==> config.mk <==
export PLATFORM = sky130hd
export DESIGN_NAME = round_sequencer
export DESIGN_NICKNAME = d
export VERILOG_FILES = /design/src/rtl/round_sequencer.sv
export SDC_FILE = /design/constraint.sdc
export NUM_CORES = 1
export LEC_CHECK = 0
export BUFFER_PORTS_ARGS = -buffer_cell sky130_fd_sc_hd__clkbuf_2
export CAP_MARGIN = 15
export CORE_AREA = 2 2 103 85
export CTS_BUF_LIST = sky130_fd_sc_hd__clkbuf_8 sky130_fd_sc_hd__clkbuf_16
export CTS_CLUSTER_SIZE = 20
export DETAILED_ROUTE_END_ITERATION = 8
export DIE_AREA = 0 0 105 87
export GPL_ROUTABILITY_DRIVEN = 0
export RECOVER_POWER = 100
export SKIP_LAST_GASP = 1
export SLEW_MARGIN = 20
export SYNTH_ARGS = -nofsm -noshare
export SYNTH_HDL_FRONTEND = slang
export SYNTH_SLANG_ARGS = --single-unit
==> constraint.sdc <==
create_clock -name clk -period 6.35 [get_ports clk]
set_clock_uncertainty 0.2 [all_clocks]
set_input_delay 1.27 -clock clk [delete_from_list [all_inputs] [get_ports clk]]
set_output_delay 1.27 -clock clk [all_outputs]
set_load 0.02 [all_outputs]
==> src/rtl/round_sequencer.sv <==
// Blink memory-game round: plays an LFSR-derived LED pattern, then checks the player's presses against it.
// Optional build macro ROUND_SEQ_TIMEOUT_EN adds a per-press inactivity timeout in the input phase.
module round_sequencer #(
  parameter int BLINK_CYCLES   = 50_000_000,
  parameter int GAP_CYCLES     = 25_000_000,
  parameter int TIMEOUT_CYCLES = 250_000_000
) (
  input  logic       clk,
  input  logic       reset,
  input  logic       start,
  input  logic [2:0] level,
  input  logic [7:0] seed,
  input  logic [3:0] btn,
  output logic [3:0] led,
  output logic       busy,
  output logic       pass,
  output logic       fail
);

  localparam int MAX_BG  = (BLINK_CYCLES > GAP_CYCLES) ? BLINK_CYCLES : GAP_CYCLES;
  localparam int MAX_CYC = (MAX_BG > TIMEOUT_CYCLES) ? MAX_BG : TIMEOUT_CYCLES;
  localparam int TW      = (MAX_CYC > 1) ? $clog2(MAX_CYC) : 1;
  localparam logic [TW-1:0] BLINK_LAST = TW'(BLINK_CYCLES - 1);
  localparam logic [TW-1:0] GAP_LAST   = TW'(GAP_CYCLES - 1);
`ifdef ROUND_SEQ_TIMEOUT_EN
  localparam logic [TW-1:0] TO_LAST    = TW'(TIMEOUT_CYCLES - 1);
`endif

  typedef enum logic [2:0] {
    ST_IDLE, ST_LOAD, ST_SHOW_ON, ST_SHOW_OFF, ST_INPUT, ST_PASS, ST_FAIL
  } state_t;

  function automatic logic [7:0] lfsr_step(input logic [7:0] v);
    return {v[6:0], v[7] ^ v[5] ^ v[4] ^ v[3]};
  endfunction

  function automatic logic [3:0] one_hot(input logic [1:0] sel);
    return 4'b0001 << sel;
  endfunction

  state_t        state_q, state_d;
  logic [7:0]    lfsr_q, lfsr_d;
  logic [7:0]    seed_q, seed_d;
  logic [2:0]    last_q, last_d;
  logic [2:0]    idx_q, idx_d;
  logic [TW-1:0] timer_q, timer_d;
  logic [3:0]    led_q, led_d;
  logic          busy_q, busy_d;
  logic          pass_q, pass_d;
  logic          fail_q, fail_d;

  // Next-state, counters and output decode (outputs are registered from the next state)
  always_comb begin
    state_d = state_q;
    lfsr_d  = lfsr_q;
    seed_d  = seed_q;
    last_d  = last_q;
    idx_d   = idx_q;
    timer_d = timer_q;
    case (state_q)
      ST_IDLE: begin
        if (start) state_d = ST_LOAD;
        else       state_d = ST_IDLE;
      end
      ST_LOAD: begin
        // last_d holds len-1, with level clamped to 1..4
        if (level == 3'd0)       last_d = 3'd2;
        else if (level >= 3'd4)  last_d = 3'd5;
        else                     last_d = level + 3'd1;
        seed_d  = (seed == 8'h00) ? 8'h01 : seed;
        lfsr_d  = (seed == 8'h00) ? 8'h01 : seed;
        idx_d   = 3'd0;
        timer_d = '0;
        state_d = ST_SHOW_ON;
      end
      ST_SHOW_ON: begin
        if (timer_q == BLINK_LAST) begin
          timer_d = '0;
          state_d = ST_SHOW_OFF;
        end else begin
          timer_d = timer_q + 1'b1;
        end
      end
      ST_SHOW_OFF: begin
        if (timer_q == GAP_LAST) begin
          timer_d = '0;
          if (idx_q == last_q) begin
            lfsr_d  = seed_q;  // replay the pattern from the saved seed
            idx_d   = 3'd0;
            state_d = ST_INPUT;
          end else begin
            lfsr_d  = lfsr_step(lfsr_q);
            idx_d   = idx_q + 3'd1;
            state_d = ST_SHOW_ON;
          end
        end else begin
          timer_d = timer_q + 1'b1;
        end
      end
      ST_INPUT: begin
        if (btn == 4'b0000) begin
`ifdef ROUND_SEQ_TIMEOUT_EN
          if (timer_q == TO_LAST) state_d = ST_FAIL;
          else                    timer_d = timer_q + 1'b1;
`else
          timer_d = timer_q + 1'b1;
`endif
        end else if (btn == one_hot(lfsr_q[1:0])) begin
          if (idx_q == last_q) begin
            state_d = ST_PASS;
          end else begin
            lfsr_d  = lfsr_step(lfsr_q);
            idx_d   = idx_q + 3'd1;
            timer_d = '0;
          end
        end else begin
          state_d = ST_FAIL;
        end
      end
      ST_PASS: state_d = ST_IDLE;
      ST_FAIL: state_d = ST_IDLE;
      default: state_d = ST_IDLE;
    endcase

    led_d  = (state_d == ST_SHOW_ON) ? one_hot(lfsr_d[1:0]) : 4'b0000;
    busy_d = (state_d != ST_IDLE);
    pass_d = (state_d == ST_PASS);
    fail_d = (state_d == ST_FAIL);
  end

  // State, datapath and output registers with synchronous reset
  always_ff @(posedge clk) begin
    if (reset) begin
      state_q <= ST_IDLE;
      lfsr_q  <= 8'h01;
      seed_q  <= 8'h01;
      last_q  <= 3'd0;
      idx_q   <= 3'd0;
      timer_q <= '0;
      led_q   <= 4'b0000;
      busy_q  <= 1'b0;
      pass_q  <= 1'b0;
      fail_q  <= 1'b0;
    end else begin
      state_q <= state_d;
      lfsr_q  <= lfsr_d;
      seed_q  <= seed_d;
      last_q  <= last_d;
      idx_q   <= idx_d;
      timer_q <= timer_d;
      led_q   <= led_d;
      busy_q  <= busy_d;
      pass_q  <= pass_d;
      fail_q  <= fail_d;
    end
  end

  assign led  = led_q;
  assign busy = busy_q;
  assign pass = pass_q;
  assign fail = fail_q;

endmodule

==> flow_summary.html, run 1 <==
<table>
<tr><th>Metric</th><th>Value</th></tr>
<tr><th colspan="2">Outcome</th></tr>
<tr><td>Run status</td><td>finished, final reports clean</td></tr>
<tr><th colspan="2">Die</th></tr>
<tr><td>Starting Density</td><td>38.56%</td></tr>
<tr><td>Width of the die</td><td>roughly 110 um</td></tr>
<tr><td>Total number of placement rows</td><td>30</td></tr>
<tr><td>Count of pins on the block boundary</td><td>25</td></tr>
<tr><td>Y dimension of the die</td><td>between 80 and 90 um</td></tr>
<tr><td>Core area</td><td>8183 um^2</td></tr>
<tr><td>Die Area</td><td>9135 um^2</td></tr>
<tr><th colspan="2">Yosys</th></tr>
<tr><td>Library cells used by synthesis</td><td>61</td></tr>
<tr><td>Syn Inst Count</td><td>377</td></tr>
<tr><td>Most instantiated flip-flop cell in the synthesis netlist</td><td>sky130_fd_sc_hd__dfxtp_1</td></tr>
<tr><td>Total of warnings raised by yosys</td><td>0</td></tr>
<tr><td>Leading area contributor after synthesis</td><td>sky130_fd_sc_hd__dfxtp_1</td></tr>
<tr><td>Largest family of logic cells by synthesized area</td><td>simple AND/OR/NAND/NOR gates</td></tr>
<tr><td>Sequential fraction of the synthesis area</td><td>38.07%</td></tr>
<tr><td>Mean post-synth cell area</td><td>8.370 um^2</td></tr>
<tr><td>Main area contributors after synthesis</td><td>sky130_fd_sc_hd__dfxtp_1, sky130_fd_sc_hd__nor2_1, sky130_fd_sc_hd__a21oi_1, sky130_fd_sc_hd__nand2_1, sky130_fd_sc_hd__xor2_1</td></tr>
<tr><td>Fraction of synthesized cell area taken by the top area cell type</td><td>38.07%</td></tr>
<tr><td>Async S/R FF share, synth</td><td>0%</td></tr>
<tr><td>Synth Area in Adders</td><td>1.586%</td></tr>
<tr><td>Number of enable-type register cells in the synthesized netlist</td><td>0</td></tr>
<tr><td>Compound-Gate Fraction of Synth Area</td><td>17.68%</td></tr>
<tr><td>Post-Synth XOR/XNOR Area</td><td>under 10%</td></tr>
<tr><td>Seq cells post-synth</td><td>60</td></tr>
<tr><td>Fraction of synthesized area in multiplexers</td><td>under 10%</td></tr>
<tr><td>Mapped Nets</td><td>roughly 400</td></tr>
<tr><td>Post-synthesis instance area</td><td>3156 um^2</td></tr>
<tr><td>Area share of and/or/nand/nor cells after synthesis</td><td>30.13%</td></tr>
<tr><th colspan="2">Layout</th></tr>
<tr><td>Fraction of layout cells with a size suffix above 1</td><td>about a tenth</td></tr>
<tr><td>Ant diodes</td><td>0</td></tr>
<tr><td>Layout fillers</td><td>851</td></tr>
<tr><td>Post-route core utilization</td><td>43.10%</td></tr>
<tr><td>Most frequent cells in the layout</td><td>sky130_fd_sc_hd__dfxtp_1, sky130_fd_sc_hd__nor2_1, sky130_fd_sc_hd__nand2_1, sky130_fd_sc_hd__a21oi_1, sky130_fd_sc_hd__o21ai_0</td></tr>
<tr><td>Area growth from synthesis to layout</td><td>11.78%</td></tr>
<tr><td>Final Net Count</td><td>419</td></tr>
<tr><td>Most common cell after layout, fill and taps aside</td><td>sky130_fd_sc_hd__dfxtp_1</td></tr>
<tr><th colspan="2">Clock network</th></tr>
<tr><td>Number of buffers added by the clock tree synthesis step</td><td>9</td></tr>
<tr><td>Setup bufs post-CTS</td><td>0</td></tr>
<tr><td>Hold-fix buffer count after cts</td><td>0</td></tr>
<tr><td>Number of cells upsized or downsized after cts</td><td>0</td></tr>
<tr><td>Library cell used as clock root buffer</td><td>sky130_fd_sc_hd__clkbuf_8</td></tr>
<tr><td>Max Buffers Root-to-Sink</td><td>2</td></tr>
<tr><td>Clock slew seen by the registers of the worst setup and hold paths</td><td>70 ps</td></tr>
<tr><td>Clk sink count</td><td>60</td></tr>
<tr><td>TritonCTS clock tree</td><td>built</td></tr>
<tr><td>H-tree levels</td><td>3</td></tr>
<tr><td>Clock latency on the worst-skew pair</td><td>approximately 340 ps</td></tr>
<tr><th colspan="2">Worst setup path</th></tr>
<tr><td>Worst-case reg-to-reg path depth</td><td>7</td></tr>
<tr><td>Endpoint class of the critical path</td><td>flip-flop</td></tr>
<tr><td>Required time worst endpoint</td><td>around 6400 ps</td></tr>
<tr><td>Cells along the critical path</td><td>clkbuf_1 &gt; nor4_1 &gt; nand2_1 &gt; nand2_1 &gt; a21o_1 &gt; nand4_1 &gt; or4_1 &gt; a21oi_1</td></tr>
<tr><td>R2R setup slack</td><td>2660 ps</td></tr>
<tr><td>Max Fanout on Critical Path</td><td>15</td></tr>
<tr><td>CP Data Arrival Time</td><td>~4000 ps</td></tr>
<tr><td>Longest individual stage delay on the worst path</td><td>just under 700 ps</td></tr>
<tr><td>Critical-path top delay cell</td><td>sky130_fd_sc_hd__nor4_1</td></tr>
<tr><td>Cell repeated most along the worst path</td><td>sky130_fd_sc_hd__nand2_1</td></tr>
<tr><td>Reg-to-Reg End</td><td>timer_q[15]</td></tr>
<tr><td>Critical path start-end classification</td><td>primary input to flip-flop</td></tr>
<tr><td>Worst Setup Start Kind</td><td>primary input</td></tr>
<tr><td>Reg2reg start</td><td>timer_q[15]</td></tr>
<tr><th colspan="2">STA</th></tr>
<tr><td>Worst Hold Margin</td><td>256.0 ps</td></tr>
<tr><td>Share of the cycle needed by the critical path after routing</td><td>62.10%</td></tr>
<tr><td>Total Negative Setup Slacks</td><td>0 ps</td></tr>
<tr><td>Unrepaired setup endpoints after global routing</td><td>false</td></tr>
<tr><td>Measured slew at the worst slew-check pin</td><td>913.4 ps</td></tr>
<tr><td>Max Freq</td><td>253.6 MHz</td></tr>
<tr><td>Slew Viols, Final</td><td>0</td></tr>
<tr><td>Min Tclk post-route</td><td>3944 ps</td></tr>
<tr><td>Final hold viol count</td><td>0</td></tr>
<tr><td>Setup Viol. Count Final</td><td>0</td></tr>
<tr><td>Relative slew margins</td><td>38.56%</td></tr>
<tr><th colspan="2">Min path</th></tr>
<tr><td>Worst hold stages</td><td>2</td></tr>
<tr><td>HP Start</td><td>seed_q[2]</td></tr>
<tr><td>Worst Hold Class</td><td>flip-flop to flip-flop</td></tr>
<tr><td>Worst Hold End</td><td>seed_q[2]</td></tr>
<tr><th colspan="2">Global route</th></tr>
<tr><td>First-pass GRT wire length</td><td>12020 um</td></tr>
<tr><td>Total track usage</td><td>16.40%</td></tr>
<tr><td>Via count of the first global-routing pass</td><td>between 2000 and 2500</td></tr>
<tr><td>Maximum number of pins on one net before global-route repair</td><td>27</td></tr>
<tr><td>Initial antenna violation count</td><td>0</td></tr>
<tr><td>GRT Residual Overflow</td><td>0</td></tr>
<tr><th colspan="2">Route</th></tr>
<tr><td>Drt pass-1 iters</td><td>5</td></tr>
<tr><td>Number of vias per cell after detailed routing</td><td>5.407</td></tr>
<tr><td>Antenna Nets Post-Route</td><td>0</td></tr>
<tr><td>Drc violations</td><td>0</td></tr>
<tr><td>Violation count after the first detailed-routing iteration</td><td>186</td></tr>
<tr><td>Routed wire per std cell</td><td>14.49 um</td></tr>
<tr><td>Final Routed Wirelength</td><td>7446 um</td></tr>
<tr><td>Vias</td><td>between 2000 and 3000</td></tr>
<tr><th colspan="2">Placement</th></tr>
<tr><td>Detailed Place HPWL</td><td>5304 um</td></tr>
<tr><td>Port Buffers</td><td>24</td></tr>
<tr><th colspan="2">Pwr</th></tr>
<tr><td>Largest voltage drop on the vdd net</td><td>about 0.10 mV</td></tr>
<tr><td>Static leakage</td><td>1.231 nW</td></tr>
<tr><td>Power density cells</td><td>258.3 nW/um^2</td></tr>
<tr><th colspan="2">Flow run</th></tr>
<tr><td>Maximum Capacitance Violations</td><td>0</td></tr>
</table>
-- cells by family after synthesis --
group                      Yosys count
muxes                                8
adders and majority gates            4
xor gates and xnor gates            19
buffers and inverters               29
DFF                                 60
and+or+nand+nor                    171
AOI/OAI and AO/OA                   86
-- Yosys cell counts (3+ instances only) --
library cell               count
sky130_fd_sc_hd__nand3_1       8
sky130_fd_sc_hd__o31ai_1       3
sky130_fd_sc_hd__o21ai_0      19
sky130_fd_sc_hd__or4bb_1       3
sky130_fd_sc_hd__nor3_1        8
sky130_fd_sc_hd__nand2_1      34
sky130_fd_sc_hd__a221o_1       7
sky130_fd_sc_hd__inv_1        13
sky130_fd_sc_hd__xor2_1       11
sky130_fd_sc_hd__a21oi_1      31
sky130_fd_sc_hd__nor2b_1       5
sky130_fd_sc_hd__nor3b_1       4
sky130_fd_sc_hd__or3_1        13
sky130_fd_sc_hd__nand4_1      12
sky130_fd_sc_hd__mux2i_1       8
sky130_fd_sc_hd__nand2b_1      4
sky130_fd_sc_hd__o21a_1        3
sky130_fd_sc_hd__dfxtp_1      60
sky130_fd_sc_hd__ha_1          4
sky130_fd_sc_hd__nand3b_1      3
sky130_fd_sc_hd__a211oi_1      3
sky130_fd_sc_hd__and4_1        3
sky130_fd_sc_hd__a31oi_1       3
sky130_fd_sc_hd__nor2_1       43
sky130_fd_sc_hd__nor4_1        6
sky130_fd_sc_hd__and2_1        3
sky130_fd_sc_hd__clkbuf_1      9
sky130_fd_sc_hd__xnor2_1       8
sky130_fd_sc_hd__and3_1        5
-- where the power goes --
group | total, mW | internal (mW) | leakage (nW) | switching, mW
clock network | 0.414 | 0.259 | 0.115 | 0.155
registers | 0.400 | 0.388 | 0.486 | 0.0112
logic | 0.0977 | 0.0363 | 0.630 | 0.0613
total | 0.911 | 0.684 | 1.23 | 0.227
-- cell type report --
class                      instances  area, um^2  share of cell area (%)
timing repair buffer              25       113.9                   3.228
multi-input combinational        288        1784                   50.59
inverter                          13       48.80                   1.383
clock inverter                     7       115.1                   3.264
tap                              112       140.1                   3.973
clock buffer                       9       123.9                   3.512
sequential                        60        1201                   34.05
-- worst max path at each step --
stage | start | endpoint | slack [ps] | cells past startpoint
global route | btn[0] | timer_q[23] | 2090 | 8
finish | btn[0] | timer_q[23] | 2410 | 8
global placement | btn[0] | timer_q[21] | 2300 | 8
floorplan | btn[1] | timer_q[24] | 3200 | 7
detailed placement | btn[0] | timer_q[23] | 2160 | 8
CTS | btn[0] | timer_q[23] | 2510 | 8
-- per-layer routing --
layer | track usage [%] | part of all wire, % | up-vias
met2 | 23.44 | 42 | 62
met4 | 5.212 | 0.99 | 0
li1 | - | - | 1409
met3 | 4.338 | 4.6 | 8
met1 | 23.94 | 52 | 1300
met5 | 0 | 0 | -
-- sequential cells by signal (all words and copies together), names as in the netlist --
| signal | count |
|---|---|
| busy | 1 |
| state_q | 3 |
| seed_q | 8 |
| idx_q | 3 |
| pass | 1 |
| last_q | 3 |
| led | 4 |
| lfsr_q | 8 |
| timer_q | 28 |
| fail | 1 |
-- worst max-delay path: cells and delay by family --
family / cells / cell delay (ps)
AO/OA/AOI/OAI: 2 / 560
buffers and inverters: 1 / 120
AND/OR/NAND/NOR: 5 / 2040
-- metrics by stage --
| stage | power [mW] | setup WS, ps | cell area (um^2) | std cells |
|---|---|---|---|---|
| 2_1_floorplan | 0.4824 | 3198 | 3156 | 377 |
| 3_3_place_gp | 0.5041 | 2299 | 3323 | 498 |
| 3_5_place_dp | 0.5060 | 2165 | 3323 | 498 |
| 4_1_cts | 0.9209 | 2513 | 3562 | 514 |
| 5_1_grt | 0.9453 | 2088 | 3527 | 514 |
| 6_report | 0.9109 | 2406 | 3527 | 514 |
No activity file was read; power rests on OpenSTA's default activity.
==> inputs of run 2 (changes only) <==
Settings changed: ABC_AREA from default to 1, CORE_AREA 2 2 103 85 to 2 2 114 94, DIE_AREA 0 0 105 87 to 0 0 116 96.
Clock period 6.35 ns to 3.7 ns, I/O delays scaled along.
==> flow_summary.html, run 2 <==
<table>
<tr><th>Metric</th><th>Value</th></tr>
<tr><th colspan="2">Yosys</th></tr>
<tr><td>Post-Synth XOR/XNOR Area</td><td>3.388%</td></tr>
<tr><td>Compound-Gate Fraction of Synth Area</td><td>roughly 8.9%</td></tr>
<tr><td>Total of warnings raised by yosys</td><td>0</td></tr>
<tr><td>Synth Area in Adders</td><td>1.291%</td></tr>
<tr><td>Library cells used by synthesis</td><td>33</td></tr>
<tr><td>Sequential fraction of the synthesis area</td><td>30.98%</td></tr>
<tr><td>Mean post-synth cell area</td><td>6.002 um^2</td></tr>
<tr><td>Most frequent cells after synthesis</td><td>sky130_fd_sc_hd__nand2_1, sky130_fd_sc_hd__nor2_1, sky130_fd_sc_hd__nand3_1, sky130_fd_sc_hd__inv_1, sky130_fd_sc_hd__dfxtp_1</td></tr>
<tr><td>Post-synthesis instance area</td><td>3877 um^2</td></tr>
<tr><td>Async S/R FF share, synth</td><td>0%</td></tr>
<tr><td>Fraction of synthesized area in multiplexers</td><td>0%</td></tr>
<tr><td>Leading area contributor after synthesis</td><td>sky130_fd_sc_hd__dfxtp_1</td></tr>
<tr><td>Largest family of logic cells by synthesized area</td><td>simple AND/OR/NAND/NOR gates</td></tr>
<tr><td>Mapped Nets</td><td>668</td></tr>
<tr><td>Fraction of synthesized cell area taken by the top area cell type</td><td>between 30% and 40%</td></tr>
<tr><td>Area share of and/or/nand/nor cells after synthesis</td><td>46.40%</td></tr>
<tr><td>Most instantiated flip-flop cell in the synthesis netlist</td><td>sky130_fd_sc_hd__dfxtp_1</td></tr>
<tr><td>Main area contributors after synthesis</td><td>sky130_fd_sc_hd__dfxtp_1, sky130_fd_sc_hd__nand2_1, sky130_fd_sc_hd__nor2_1, sky130_fd_sc_hd__nand3_1, sky130_fd_sc_hd__inv_1</td></tr>
<tr><td>Number of enable-type register cells in the synthesized netlist</td><td>0</td></tr>
<tr><td>Syn Inst Count</td><td>roughly 650</td></tr>
<tr><td>Top-count cell post-synth</td><td>sky130_fd_sc_hd__nand2_1</td></tr>
<tr><td>Seq cells post-synth</td><td>60</td></tr>
<tr><th colspan="2">Route</th></tr>
<tr><td>Drt pass-1 iters</td><td>5</td></tr>
<tr><td>Sum of routed wire segments on met1</td><td>between 5000 and 6000 um</td></tr>
<tr><td>Vias</td><td>4163</td></tr>
<tr><td>Routed wire per std cell</td><td>13.63 um</td></tr>
<tr><td>Drc violations</td><td>0</td></tr>
<tr><td>Number of vias per cell after detailed routing</td><td>5.127</td></tr>
<tr><td>Antenna Nets Post-Route</td><td>0</td></tr>
<tr><td>Routed met3 length</td><td>~810 um</td></tr>
<tr><td>Top routing layer used</td><td>met4</td></tr>
<tr><td>DR WL met2</td><td>4493 um</td></tr>
<tr><td>Violation count after the first detailed-routing iteration</td><td>between 300 and 400</td></tr>
<tr><td>Final Routed Wirelength</td><td>~11000 um</td></tr>
<tr><th colspan="2">Clock network</th></tr>
<tr><td>TritonCTS clock tree</td><td>built</td></tr>
<tr><td>H-tree levels</td><td>3</td></tr>
<tr><td>Clock slew seen by the registers of the worst setup and hold paths</td><td>50 ps</td></tr>
<tr><td>Max Buffers Root-to-Sink</td><td>2</td></tr>
<tr><td>Number of cells upsized or downsized after cts</td><td>0</td></tr>
<tr><td>Hold-fix buffer count after cts</td><td>0</td></tr>
<tr><td>Setup bufs post-CTS</td><td>0</td></tr>
<tr><td>Number of buffers added by the clock tree synthesis step</td><td>9</td></tr>
<tr><td>Clk sink count</td><td>60</td></tr>
<tr><td>Library cell used as clock root buffer</td><td>sky130_fd_sc_hd__clkbuf_16</td></tr>
<tr><td>Clock latency on the worst-skew pair</td><td>330 ps</td></tr>
<tr><th colspan="2">Die</th></tr>
<tr><td>Count of pins on the block boundary</td><td>25</td></tr>
<tr><td>Total number of placement rows</td><td>33</td></tr>
<tr><td>Starting Density</td><td>38.81%</td></tr>
<tr><td>Width of the die</td><td>116 um</td></tr>
<tr><td>Core area</td><td>9992 um^2</td></tr>
<tr><td>Y dimension of the die</td><td>between 90 and 100 um</td></tr>
<tr><td>Die Area</td><td>between 10000 and 15000 um^2</td></tr>
<tr><th colspan="2">Global route</th></tr>
<tr><td>Via count of the first global-routing pass</td><td>3590</td></tr>
<tr><td>First-pass GRT wire length</td><td>18000 um</td></tr>
<tr><td>GRT Residual Overflow</td><td>0</td></tr>
<tr><td>Initial antenna violation count</td><td>0</td></tr>
<tr><td>Total track usage</td><td>21.01%</td></tr>
<tr><td>Maximum number of pins on one net before global-route repair</td><td>27</td></tr>
<tr><th colspan="2">Worst setup path</th></tr>
<tr><td>Worst Setup Start Kind</td><td>flip-flop</td></tr>
<tr><td>Longest individual stage delay on the worst path</td><td>660 ps</td></tr>
<tr><td>Max Fanout on Critical Path</td><td>16</td></tr>
<tr><td>Critical path start-end classification</td><td>flip-flop to flip-flop</td></tr>
<tr><td>Required time worst endpoint</td><td>3690 ps</td></tr>
<tr><td>Cells along the critical path</td><td>clkinvlp_2 &gt; nand3_1 &gt; nand2_1 &gt; nor2_1 &gt; nand3_1 &gt; nand2_1 &gt; o21ai_2 &gt; o21bai_1 &gt; nor2_1</td></tr>
<tr><td>CP Data Arrival Time</td><td>2960 ps</td></tr>
<tr><td>Combined buffer and inverter count along the critical path</td><td>1</td></tr>
<tr><td>Endpoint class of the critical path</td><td>flip-flop</td></tr>
<tr><td>Critical-path top delay cell</td><td>sky130_fd_sc_hd__o21bai_1</td></tr>
<tr><td>Cell family contributing the most delay on the critical path</td><td>compound AO/OA/AOI/OAI gates</td></tr>
<tr><th colspan="2">Layout</th></tr>
<tr><td>Top flop regs</td><td>timer_q: 28 flops, lfsr_q: 8 flops, seed_q: 8 flops</td></tr>
<tr><td>Final Net Count</td><td>689</td></tr>
<tr><td>Most frequent cells in the layout</td><td>sky130_fd_sc_hd__nand2_1, sky130_fd_sc_hd__nor2_1, sky130_fd_sc_hd__nand3_1, sky130_fd_sc_hd__inv_1, sky130_fd_sc_hd__dfxtp_1</td></tr>
<tr><td>Area growth from synthesis to layout</td><td>12.81%</td></tr>
<tr><td>Largest register FFs</td><td>28</td></tr>
<tr><td>Layout fillers</td><td>1115</td></tr>
<tr><td>Fraction of layout cells with a size suffix above 1</td><td>7.589%</td></tr>
<tr><td>Ant diodes</td><td>0</td></tr>
<tr><td>Most common cell after layout, fill and taps aside</td><td>sky130_fd_sc_hd__nand2_1</td></tr>
<tr><td>Register with the most flip-flops</td><td>timer_q</td></tr>
<tr><td>Final non-filler cell total</td><td>812</td></tr>
<tr><th colspan="2">STA</th></tr>
<tr><td>Min Tclk post-route</td><td>between 2000 and 3000 ps</td></tr>
<tr><td>Setup Viol. Count Final</td><td>0</td></tr>
<tr><td>Max Freq</td><td>337.1 MHz</td></tr>
<tr><td>Relative slew margins</td><td>between 10% and 20%</td></tr>
<tr><td>Measured slew at the worst slew-check pin</td><td>1338 ps</td></tr>
<tr><td>Share of the cycle needed by the critical path after routing</td><td>about four fifths</td></tr>
<tr><td>Total Negative Setup Slacks</td><td>0 ps</td></tr>
<tr><td>Unrepaired setup endpoints after global routing</td><td>false</td></tr>
<tr><td>Final hold viol count</td><td>0</td></tr>
<tr><td>Slew Viols, Final</td><td>0</td></tr>
<tr><th colspan="2">Pwr</th></tr>
<tr><td>Sequential share of power</td><td>38.0%</td></tr>
<tr><td>Switching pwr</td><td>between 0.4 and 0.5 mW</td></tr>
<tr><td>Part of the total power dissipated in combinational logic</td><td>13.0%</td></tr>
<tr><td>Fraction of power consumed by the clock network</td><td>49.0%</td></tr>
<tr><td>Pint</td><td>1.322 mW</td></tr>
<tr><td>Largest voltage drop on the vdd net</td><td>0.2590 mV</td></tr>
<tr><td>Switching Share</td><td>27.34%</td></tr>
<tr><td>Power density cells</td><td>415.8 nW/um^2</td></tr>
<tr><td>Static leakage</td><td>roughly 1.8 nW</td></tr>
<tr><th colspan="2">Outcome</th></tr>
<tr><td>Run status</td><td>finished, final reports clean</td></tr>
<tr><th colspan="2">Placement</th></tr>
<tr><td>Detailed Place HPWL</td><td>8214 um</td></tr>
<tr><td>Port Buffers</td><td>24</td></tr>
<tr><td>Post-placement cell count</td><td>796</td></tr>
<tr><th colspan="2">Min path</th></tr>
<tr><td>Worst Hold Class</td><td>flip-flop to flip-flop</td></tr>
<tr><th colspan="2">Flow run</th></tr>
<tr><td>Maximum Capacitance Violations</td><td>0</td></tr>
</table>
-- run 2: cell types whose count changed after synthesis, moves of 9 or more --
cell                      previous run  this run
sky130_fd_sc_hd__inv_1              13        64
sky130_fd_sc_hd__nand3_1             8        75
sky130_fd_sc_hd__nand2_1            34       170
sky130_fd_sc_hd__or3_1              13         0
sky130_fd_sc_hd__nor3_1              8        17
sky130_fd_sc_hd__nor2_1             43       124
-- run 2: kinds of logic after synthesis --
kind of cell	Yosys count
fa+ha+maj	4
buf+inv	88
simple gates	420
compound gates	59
xor+xnor	15
flops	60
-- run 2: worst min-delay path, delay by kind of cell (launching register included) --
family	cells	cell delay [ps]
AO/OA/AOI/OAI	1	50
AND/OR/NAND/NOR	1	60
flip-flops	1	310
-- run 2: per-stage QoR --
step	util [%]	hold slack, ps	worst slack [ps]	instance area [um^2]	power (mW)
after global routing	43.78	274.2	484.4	4374	1.900
after floorplan	-	241.0	1600	3877	0.8807
after CTS	44.25	264.1	1098	4422	1.841
final	43.78	265.9	733.9	4374	1.819
after global placement	41.08	253.2	954.8	4105	0.9423
after detailed placement	41.08	256.2	863.0	4105	0.9451
-- run 2: power by group through the flow --
stage | Combinational [mW] | Clock (mW) | Sequential (mW)
after floorplan | 0.180 | 0 | 0.701
after global placement | 0.239 | 0 | 0.703
after detailed placement | 0.241 | 0 | 0.705
after CTS | 0.242 | 0.908 | 0.691
after global routing | 0.263 | 0.942 | 0.694
final | 0.237 | 0.890 | 0.691
-- run 2: layout make-up --
class	instances	area, um^2	area share [%]
clock inverters	7	91.34	2.088
flip-flops and latches	60	1201	27.46
inverters	73	275.3	6.293
repair buffers	25	113.9	2.603
multi-input cells	498	2292	52.40
clock buffers	9	225.2	5.149
well taps	140	175.2	4.005
-- run 2: final timing paths --
check | from | endpoint | slack [ps] | depth (start not counted)
worst max-delay path | lfsr_q[1] | timer_q[8] | 730 | 9
worst min-delay path | seed_q[2] | seed_q[2] | 270 | 2
worst max register to register | lfsr_q[1] | timer_q[8] | 730 | 9
worst min register to register | seed_q[2] | seed_q[2] | 270 | 2
-- run 2: layer usage --
layer	up-vias	global-route usage, %
met5	-	0
met2	142	29.73
met3	14	4.723
met4	0	5.853
li1	2116	-
met1	1891	31.65
==> inputs of run 3 (changes only) <==
Clock period 3.7 ns to 2.55 ns, I/O delays scaled along.
==> flow_summary.html, run 3 (synthesis gave the netlist of run 2 again) <==
<table>
<tr><th>Metric</th><th>Value</th></tr>
<tr><th colspan="2">STA</th></tr>
<tr><td>Slew Viols, Final</td><td>0</td></tr>
<tr><td>Worst Hold Margin</td><td>~260 ps</td></tr>
<tr><td>Measured slew at the worst slew-check pin</td><td>911.2 ps</td></tr>
<tr><td>Relative slew margins</td><td>between 30 and 40%</td></tr>
<tr><td>Setup Viol. Count Final</td><td>0</td></tr>
<tr><td>Total Negative Setup Slacks</td><td>0 ps</td></tr>
<tr><td>Share of the cycle needed by the critical path after routing</td><td>92.78%</td></tr>
<tr><td>Unrepaired setup endpoints after global routing</td><td>false</td></tr>
<tr><td>Max Freq</td><td>422.7 MHz</td></tr>
<tr><td>Worst Setup Slack, final</td><td>184.1 ps</td></tr>
<tr><td>Min Tclk post-route</td><td>2366 ps</td></tr>
<tr><td>Final hold viol count</td><td>0</td></tr>
<tr><th colspan="2">Route</th></tr>
<tr><td>Final Routed Wirelength</td><td>11300 um</td></tr>
<tr><td>Violation count after the first detailed-routing iteration</td><td>252</td></tr>
<tr><td>Antenna Nets Post-Route</td><td>0</td></tr>
<tr><td>Drt pass-1 iters</td><td>5</td></tr>
<tr><td>Vias</td><td>4205</td></tr>
<tr><td>Routed wire per std cell</td><td>13.69 um</td></tr>
<tr><td>Drc violations</td><td>0</td></tr>
<tr><td>Number of vias per cell after detailed routing</td><td>5.097</td></tr>
<tr><th colspan="2">Worst setup path</th></tr>
<tr><td>Worst Setup Start Kind</td><td>flip-flop</td></tr>
<tr><td>Longest individual stage delay on the worst path</td><td>370 ps</td></tr>
<tr><td>Required time worst endpoint</td><td>between 2000 and 3000 ps</td></tr>
<tr><td>Critical-path top delay cell</td><td>sky130_fd_sc_hd__dfxtp_1</td></tr>
<tr><td>Critical path start-end classification</td><td>flip-flop to flip-flop</td></tr>
<tr><td>Cells along the critical path</td><td>ha_2 &gt; nand2_1 &gt; nor2_4 &gt; nand3_1 &gt; nor2_1 &gt; nand2_2 &gt; nand2_2 &gt; nand3_1 &gt; nor2_2 &gt; nand2_1 &gt; nor2_1 &gt; nand2_1 &gt; nor2_1</td></tr>
<tr><td>CP Data Arrival Time</td><td>2420 ps</td></tr>
<tr><td>Endpoint class of the critical path</td><td>flip-flop</td></tr>
<tr><td>Max Fanout on Critical Path</td><td>7</td></tr>
<tr><th colspan="2">Layout</th></tr>
<tr><td>Register with the most flip-flops</td><td>timer_q</td></tr>
<tr><td>Post-route core utilization</td><td>44.80%</td></tr>
<tr><td>Final non-filler cell total</td><td>825</td></tr>
<tr><td>Most common cell after layout, fill and taps aside</td><td>sky130_fd_sc_hd__nand2_1</td></tr>
<tr><td>Layout fillers</td><td>1101</td></tr>
<tr><td>Final Net Count</td><td>about 700</td></tr>
<tr><td>Ant diodes</td><td>0</td></tr>
<tr><td>Fraction of layout cells with a size suffix above 1</td><td>9.927%</td></tr>
<tr><td>Top flop regs</td><td>timer_q: 28 flops, lfsr_q: 8 flops, seed_q: 8 flops</td></tr>
<tr><td>Most frequent cells in the layout</td><td>sky130_fd_sc_hd__nand2_1, sky130_fd_sc_hd__nor2_1, sky130_fd_sc_hd__nand3_1, sky130_fd_sc_hd__inv_1, sky130_fd_sc_hd__dfxtp_1</td></tr>
<tr><td>Largest register FFs</td><td>28</td></tr>
<tr><td>Area growth from synthesis to layout</td><td>15.46%</td></tr>
<tr><td>Total non-filler cell area in the finished layout</td><td>4477 um^2</td></tr>
<tr><th colspan="2">Global route</th></tr>
<tr><td>Initial antenna violation count</td><td>0</td></tr>
<tr><td>Via count of the first global-routing pass</td><td>3667</td></tr>
<tr><td>Total track usage</td><td>21.56%</td></tr>
<tr><td>First-pass GRT wire length</td><td>about 18000 um</td></tr>
<tr><td>GR peak layer</td><td>met1</td></tr>
<tr><td>GR met1 Demand/Resource</td><td>32.45%</td></tr>
<tr><td>Maximum number of pins on one net before global-route repair</td><td>27</td></tr>
<tr><td>GRT Residual Overflow</td><td>0</td></tr>
<tr><td>Met2 demand-to-capacity share in global routing</td><td>between 30% and 40%</td></tr>
<tr><td>Met3 track demand over resource</td><td>roughly 4.6%</td></tr>
<tr><th colspan="2">Clock network</th></tr>
<tr><td>Clock latency on the worst-skew pair</td><td>around 330 ps</td></tr>
<tr><td>Setup bufs post-CTS</td><td>0</td></tr>
<tr><td>Number of buffers added by the clock tree synthesis step</td><td>9</td></tr>
<tr><td>Max Buffers Root-to-Sink</td><td>2</td></tr>
<tr><td>Clk sink count</td><td>60</td></tr>
<tr><td>TritonCTS clock tree</td><td>built</td></tr>
<tr><td>Library cell used as clock root buffer</td><td>sky130_fd_sc_hd__clkbuf_16</td></tr>
<tr><td>Clock slew seen by the registers of the worst setup and hold paths</td><td>60 ps</td></tr>
<tr><td>H-tree levels</td><td>3</td></tr>
<tr><th colspan="2">Placement</th></tr>
<tr><td>Placement Setup Slack</td><td>between 200 and 250 ps</td></tr>
<tr><td>Post-placement cell count</td><td>809</td></tr>
<tr><td>Detailed Place HPWL</td><td>8575 um</td></tr>
<tr><td>Port Buffers</td><td>24</td></tr>
<tr><td>Area after DPL</td><td>roughly 4200 um^2</td></tr>
<tr><th colspan="2">Pwr</th></tr>
<tr><td>Power after layout</td><td>2.614 mW</td></tr>
<tr><td>Power density cells</td><td>just under 600 nW/um^2</td></tr>
<tr><td>Largest voltage drop on the vdd net</td><td>between 0.3 and 0.4 mV</td></tr>
<tr><td>Static leakage</td><td>1.872 nW</td></tr>
<tr><th colspan="2">Die</th></tr>
<tr><td>Width of the die</td><td>116 um</td></tr>
<tr><td>Starting Density</td><td>roughly two fifths</td></tr>
<tr><td>Die Area</td><td>approximately 11000 um^2</td></tr>
<tr><td>Y dimension of the die</td><td>between 90 and 100 um</td></tr>
<tr><td>Count of pins on the block boundary</td><td>25</td></tr>
<tr><td>Total number of placement rows</td><td>33</td></tr>
<tr><td>Core area</td><td>9992 um^2</td></tr>
<tr><th colspan="2">Outcome</th></tr>
<tr><td>Run status</td><td>finished, final reports clean</td></tr>
<tr><th colspan="2">Flow run</th></tr>
<tr><td>Maximum Capacitance Violations</td><td>0</td></tr>
<tr><th colspan="2">Min path</th></tr>
<tr><td>Worst Hold Class</td><td>primary input to flip-flop</td></tr>
</table>
[run 3: worst max-delay path, delay by kind of cell (launching register included)]
family                   cells  cell delay [ps]
adder cells (fa/ha/maj)      1              230
flip-flops                   1              370
AND/OR/NAND/NOR             12             1480
[run 3: layout make-up]
cell class	count	area [um^2]	area share, %
clock buffers	11	252.7	5.646
well taps	140	175.2	3.913
inverters	73	276.5	6.177
flip-flops and latches	60	1201	26.83
clock inverters	5	50.05	1.118
multi-input cells	498	2303	51.45
repair buffers	38	217.7	4.863
[run 3: worst paths after layout]
path,from,end,slack [ps],depth (start not counted)
min reg2reg,seed_q[2],seed_q[2],270,2
max reg2reg,timer_q[0],led[0],180,13
max,timer_q[0],led[0],180,13
min,seed[5],seed_q[5],260,3
[run 3: power breakdown]
group	internal [mW]	total (mW)	switching [mW]
Combinational	0.121	0.378	0.257
Sequential	0.974	1.00	0.0292
Clock	0.802	1.23	0.431
Total	1.90	2.61	0.717
[run 3: timing repair]
action | CTS | global route
endpoints found under the setup margin | 0 | 4
gates resized for setup | 0 | 1
hold buffers | 0 | 0
[run 3: layer usage]
metal / share of wire [%] / vias up / wire length (um)
met5: 0 / - / 0
met4: 1.2 / 0 / 136
met3: 8.1 / 12 / 919
met2: 41 / 144 / 4620
met1: 50 / 1909 / 5619
li1: - / 2140 / -
